`src/rtl/datamover_validator.sv`:
```
// datamover_validator: writes an incrementing pattern through a DataMover S2MM channel, reads it back over MM2S and counts every error.
// Optional build macro DMV_LOOP_EN: clean passes repeat with an advancing address and seed, and o_loop_cnt is added.
module datamover_validator #(
    parameter logic [31:0] BASE_ADDR      = 32'h0000_1000,
    parameter int unsigned LENGTH_BYTES   = 1024,
    parameter logic [63:0] SEED           = 64'h0123_4567_89AB_0000,
    parameter logic [3:0]  CMD_TAG        = 4'h5,
    parameter int unsigned TIMEOUT_CYCLES = 65535
) (
    input  logic        clk,
    input  logic        rst_n,
    input  logic        i_s2mm_wr_cmd_tready,
    output logic [71:0] o_s2mm_wr_cmd_tdata,
    output logic        o_s2mm_wr_cmd_tvalid,
    output logic [63:0] o_s2mm_wr_tdata,
    output logic [7:0]  o_s2mm_wr_tkeep,
    output logic        o_s2mm_wr_tvalid,
    output logic        o_s2mm_wr_tlast,
    input  logic        i_s2mm_wr_tready,
    input  logic [7:0]  i_s2mm_sts_tdata,
    input  logic        i_s2mm_sts_tvalid,
    input  logic        i_s2mm_sts_tkeep,
    input  logic        i_s2mm_sts_tlast,
    input  logic        i_mm2s_rd_cmd_tready,
    output logic [71:0] o_mm2s_rd_cmd_tdata,
    output logic        o_mm2s_rd_cmd_tvalid,
    input  logic [63:0] i_mm2s_rd_tdata,
    input  logic [7:0]  i_mm2s_rd_tkeep,
    input  logic        i_mm2s_rd_tvalid,
    input  logic        i_mm2s_rd_tlast,
    output logic        o_mm2s_rd_tready,
    output logic        o_done,
    output logic        o_pass,
`ifdef DMV_LOOP_EN
    output logic [15:0] o_loop_cnt,
`endif
    output logic [15:0] o_err_cnt
);
    localparam logic [2:0]  IDLE = 3'd0, WR_CMD = 3'd1, WR_DATA = 3'd2, WR_STS = 3'd3;
    localparam logic [2:0]  RD_CMD = 3'd4, RD_DATA = 3'd5, DONE = 3'd6;
    localparam logic [19:0] LAST = 20'(LENGTH_BYTES / 8 - 1);
    localparam logic [22:0] BTT = 23'(LENGTH_BYTES);

    logic [2:0]  state, state_nxt;
    logic [19:0] cnt;
    logic [15:0] err;
    logic [31:0] wd, addr;
    logic [63:0] seed, exp_data;
    logic [71:0] cmd;
    logic [1:0]  inc;
    logic [16:0] err_sum;
    logic        hs, last, timeout, sts_bad, mism, again, unused;

    assign unused   = ^{i_s2mm_sts_tkeep, i_s2mm_sts_tlast};
    assign cmd      = {4'h0, CMD_TAG, addr, 8'h40, 1'b1, BTT};
    assign exp_data = seed + 64'(cnt);
    assign last     = cnt == LAST;
    assign sts_bad  = !(i_s2mm_sts_tdata[7] && i_s2mm_sts_tdata[6:4] == 3'd0 && i_s2mm_sts_tdata[3:0] == CMD_TAG);
    assign hs       = (state == WR_CMD && i_s2mm_wr_cmd_tready) || (state == WR_DATA && i_s2mm_wr_tready) ||
                      (state == WR_STS && i_s2mm_sts_tvalid) || (state == RD_CMD && i_mm2s_rd_cmd_tready) ||
                      (state == RD_DATA && i_mm2s_rd_tvalid);
    assign timeout  = TIMEOUT_CYCLES != 0 && state != IDLE && state != DONE && !hs &&
                      wd >= 32'(TIMEOUT_CYCLES - 1);
    assign err_sum  = {1'b0, err} + 17'(inc);

    assign o_s2mm_wr_cmd_tvalid = state == WR_CMD;
    assign o_s2mm_wr_cmd_tdata  = o_s2mm_wr_cmd_tvalid ? cmd : '0;
    assign o_s2mm_wr_tvalid     = state == WR_DATA;
    assign o_s2mm_wr_tdata      = o_s2mm_wr_tvalid ? exp_data : '0;
    assign o_s2mm_wr_tkeep      = o_s2mm_wr_tvalid ? 8'hFF : 8'h00;
    assign o_s2mm_wr_tlast      = o_s2mm_wr_tvalid && last;
    assign o_mm2s_rd_cmd_tvalid = state == RD_CMD;
    assign o_mm2s_rd_cmd_tdata  = o_mm2s_rd_cmd_tvalid ? cmd : '0;
    assign o_mm2s_rd_tready     = state == RD_DATA;
    assign o_pass               = o_done && err == '0;
    assign o_err_cnt            = err;

    // Per-cycle error increment: watchdog, bad status, or read-beat faults (data, keep, tlast placement)
    always_comb begin
        mism = 1'b0;
        for (int b = 0; b < 8; b++)
            mism = mism | (i_mm2s_rd_tkeep[b] && i_mm2s_rd_tdata[8*b +: 8] != exp_data[8*b +: 8]);
        inc = 2'd0;
        if (timeout) inc = 2'd1;
        else if (state == WR_STS && i_s2mm_sts_tvalid) inc = {1'b0, sts_bad};
        else if (state == RD_DATA && i_mm2s_rd_tvalid)
            inc = 2'(mism) + 2'(i_mm2s_rd_tkeep != 8'hFF) + 2'(i_mm2s_rd_tlast != last);
    end

    // Next-state selection; the watchdog overrides every active state
    always_comb begin
        state_nxt = state;
        case (state)
            IDLE:    state_nxt = WR_CMD;
            WR_CMD:  state_nxt = hs ? WR_DATA : WR_CMD;
            WR_DATA: state_nxt = hs && last ? WR_STS : WR_DATA;
            WR_STS:  state_nxt = hs ? (sts_bad ? DONE : RD_CMD) : WR_STS;
            RD_CMD:  state_nxt = hs ? RD_DATA : RD_CMD;
            RD_DATA: state_nxt = hs && (i_mm2s_rd_tlast || last) ? DONE : RD_DATA;
            DONE:    state_nxt = again ? WR_CMD : DONE;
            default: state_nxt = IDLE;
        endcase
        if (timeout) state_nxt = DONE;
    end

    // Main sequencer: state, beat counter, watchdog and saturating error count
    always_ff @(posedge clk or negedge rst_n) begin
        if (!rst_n) begin
            state <= IDLE;
            cnt   <= '0;
            wd    <= '0;
            err   <= '0;
        end else begin
            state <= state_nxt;
            cnt   <= state_nxt != state ? 20'd0 : (hs && (state == WR_DATA || state == RD_DATA)) ? cnt + 20'd1 : cnt;
            wd    <= (hs || state_nxt != state) ? 32'd0 : wd + 32'd1;
            err   <= err_sum[16] ? 16'hFFFF : err_sum[15:0];
        end
    end

`ifdef DMV_LOOP_EN
    logic [3:0]  idle;
    logic [32:0] nxt_addr;

    assign nxt_addr = {1'b0, addr} + 33'(LENGTH_BYTES);
    assign again    = state == DONE && err == '0 && idle == 4'd15;
    assign o_done   = state == DONE && (err != '0 || idle == 4'd0);

    // Clean passes restart after 16 idle cycles on the next region with the next seed
    always_ff @(posedge clk or negedge rst_n) begin
        if (!rst_n) begin
            addr       <= BASE_ADDR;
            seed       <= SEED;
            idle       <= '0;
            o_loop_cnt <= '0;
        end else begin
            idle <= state == DONE ? idle + 4'd1 : 4'd0;
            if (state == DONE && err == '0 && idle == 4'd0) o_loop_cnt <= o_loop_cnt + 16'd1;
            if (again) begin
                addr <= nxt_addr + 33'(LENGTH_BYTES) > {1'b0, BASE_ADDR} + 33'h1_0000 ? BASE_ADDR : nxt_addr[31:0];
                seed <= seed + 64'd1;
            end
        end
    end
`else
    assign again  = 1'b0;
    assign o_done = state == DONE;
    assign addr   = BASE_ADDR;
    assign seed   = SEED;
`endif
endmodule

```
`config.mk`:
```
export PLATFORM = sky130hd
export DESIGN_NAME = datamover_validator
export DESIGN_NICKNAME = d
export VERILOG_FILES = /design/src/rtl/datamover_validator.sv
export SDC_FILE = /design/constraint.sdc
export NUM_CORES = 1
export LEC_CHECK = 0
export BUFFER_PORTS_ARGS = -buffer_cell sky130_fd_sc_hd__clkbuf_2
export CAP_MARGIN = 5
export CORE_AREA = 8 8 131 182
export CTS_CLUSTER_DIAMETER = 80
export DETAILED_ROUTE_END_ITERATION = 8
export DIE_AREA = 0 0 139 190
export GPL_TIMING_DRIVEN = 0
export PLACE_DENSITY = 0.57
export SYNTH_ARGS = -nofsm -noshare
export SYNTH_HDL_FRONTEND = slang
export SYNTH_SLANG_ARGS = --single-unit
```
`constraint.sdc`:
```
create_clock -name clk -period 10.7 [get_ports clk]
set_clock_uncertainty 0.05 [all_clocks]
set_input_delay 1.605 -clock clk [delete_from_list [all_inputs] [get_ports clk]]
set_output_delay 1.605 -clock clk [all_outputs]
set_load 0.05 [all_outputs]
```
==> impl_metrics.toml <==
[clock_network]
cts_setup_buffers = 0
cts_resized = 0
cts_root_buffer = "clkbuf_16"
cts.sinks = 71
clk-insertion-delay-late_ns = 0.33
clk_path_buf_depth = 2
cts_tree = "done"
h-tree-depth = 3
hold_buffers = 0
numCtsBuffers = 9
clk_pin_slew_ns = 0.06

[floorplanning]
die_x_um = 139
dieArea_um2 = 26400
rows = 63
initial_core_util_pct = 29.6
core_area_um2 = 21000
die_h_um = 190
io_pins = 329

[timing]
maxSlewViolCount = 0
fin_crit_ns = 5.70
clock.fmax_ghz = 0.175
setup_viol = 0
final.setup.worst_slack_ns = 5.00
hold_viol_final = 0
min_period_over_period_pct = 53.3
relSlewSlack_pct = 42.3
setup_tns_ns = 0
tightestPinTransition_ns = 0.858
rsz0062_at_grt = "no"

[synthesis]
syn_inst = 716
ys_types = 63
yosys_most_used_dff = "dfrtp_1"
yosysWarnings = 0
ys_ff_latch = 71
netlist_area_um2 = 6210
synth-edff-count = 0
syn_area_per_cell_um2 = 8.68
synth-seq-area-share_pct = 28.6
synthArstFlopShare_pct = 100

[power]
seqPwrFrac_pct = 19.2
cellInternalPower_mw = 0.760
power.share.clock_pct = 18.2
vdd_drop_max_mv = 0.0820
leakagePower_nw = 4.31
switching_share_pct = 54.1
total_power_mw = 1.65
p_comb_share_pct = 62.6
switching_power_mw = 0.895
power_density_nw_per_um2 = 199

[global_routing]
overflow = 0
grt_pass1_wl_um = 30900
grt_use_total_pct = 14.8
grt_pass1_vias = 5447
antenna_found_initial = 3
grt_max_degree = 59

[final_layout]
final_common_cell = "buf_4"
final_cell_mix = "196 x buf_4, 168 x clkbuf_2, 158 x conb_1"
fin_util_pct = 39.6
drive_gt1_share_pct = 38.7
multi_input_area_um2 = 3350
nNetsFinal = 1153
area_growth_pct = 33.6
n_fill_cell = 2233
regArea_um2 = 1780
diodes = 0

[routing]
vias_per_cell = 4.17
wl_per_cell_um = 15.2
drt_iter0_markers = 224
remaining_drc_errors = 0
wl_um = 20100
ant_nets = 0
first_pass_iters = 4
vias = 5493

[worst_setup_path]
cp.arrival_ns = 5.91
cp.required_ns = 10.91
crit_top_cell = "nand4_1"
cp_slowest_cell = "a222oi_1"
endpoint_kind = "flop"
max_stage_delay_ns = 0.50
path_cells = "clkbuf_2 -> nor4b_1 -> nand4_1 -> a222oi_1 -> nand4_1 -> a21oi_1 -> fa_1 -> o221ai_1 -> ha_1 -> inv_1 -> fa_1 -> nor2_1 -> nand3_1 -> nor2_1 -> nand4_1 -> clkbuf_1 -> nand2_1"
crit_type = "in -> reg"
cp-start-kind = "primary input"
cp_max_fo = 10

[place]
place_hpwl_um = 16800
dp_slack_ns = 4.56
placement.io_buffers = 168
routabilityCongestion = 0.860

[worst_hold_path]
hold_class = "reg -> reg"

[run_status]
status = "finished clean"

[run]
cap_violations = 0
==> path summary, 6_finish.rpt <==
check                           cells past startpoint             to                 from  slack (ns)
worst max-delay path                               17  o_err_cnt[13]  i_mm2s_rd_tdata[52]        5.00
worst min-delay path                                1          wd[0]                wd[0]        0.48
worst max register to register                     19  o_err_cnt[13]              cnt[16]        5.46
worst min register to register                      1          wd[0]                wd[0]        0.48
max in group asynchronous                           2       state[1]                rst_n        8.92
min in group asynchronous                           1  o_err_cnt[13]                rst_n        1.11
==> registers in the layout (all words and copies together) (netlist names) <==
| name | cells |
|---|---|
| cnt | 20 |
| wd | 32 |
| o_err_cnt | 16 |
| state | 3 |
==> routing by layer <==
layer  GRT usage [%]  vias up  wire length, um
li1                -     2791                -
met1            13.7     2471             6960
met2            29.3      205            11000
met3            5.87       20             1870
met4            3.77        6              240
met5               0        -               35
==> cells by family after synthesis <==
logic type,count (synthesis),share of synthesized area (%)
AND/OR/NAND/NOR,276,25.1
other,1,0.0604
adder cells (fa/ha/maj),10,2.26
buffers and inverters,239,27.0
XOR/XNOR,82,11.7
AO/OA/AOI/OAI,32,4.43
flip-flops,71,28.6
multiplexers,5,0.906
==> cells in the mapped netlist, types with 3 or more instances <==
master	count	area share, %
a21oi_1	3	0.24
and2_1	16	1.6
and3_1	9	0.91
and4_1	5	0.70
and4b_1	3	0.48
buf_2	4	0.32
buf_4	196	24
buf_6	5	0.91
clkbuf_1	16	0.97
dfrtp_1	71	29
ha_1	8	1.6
inv_1	15	0.91
mux2i_1	3	0.48
nand2_1	39	2.4
nand2b_1	5	0.50
nand3_1	21	1.7
nand4_1	23	2.3
nand4b_1	3	0.42
nor2_1	43	2.6
nor2b_1	10	1.0
nor3_1	27	2.2
nor4_1	47	4.7
nor4b_1	4	0.56
nor4bb_1	5	0.81
o21ai_0	8	0.64
xnor2_1	57	8.0
xor2_1	24	3.4
==> area by class of cell <==
type                       count  share of cell area (%)
clock buffer                  10                    2.76
buffer                       222                    19.4
multi-input combinational    563                    40.4
clock inverter                 6                   0.829
timing repair buffer         169                    10.5
inverter                      17                   0.769
sequential                    71                    21.4
tap                          260                    3.92
==> through the flow <==
step	instance area (um^2)	instances	hold slack, ns
floorplan	6800	873	0.425
global placement	7970	1301	0.464
detailed placement	8000	1302	0.483
CTS	8300	1318	0.491
global route	8300	1318	0.512
finish	8300	1318	0.484
==> power groups by stage <==
stage,registers (mW),logic [mW],clock network [mW]
3_5_place_dp,0.323,1.04,0
2_1_floorplan,0.346,0.792,0
6_report,0.317,1.04,0.301
4_1_cts,0.318,1.04,0.309
3_3_place_gp,0.322,1.04,0
5_1_grt,0.320,1.10,0.322
==> worst max-delay path: cells and delay by family <==
kind            cells  cell delay [ns]
compound gates      3             1.08
buf+inv             3             0.43
simple gates        8             1.68
fa+ha+maj           3             1.10
No activity file was read; power rests on OpenSTA's default activity.
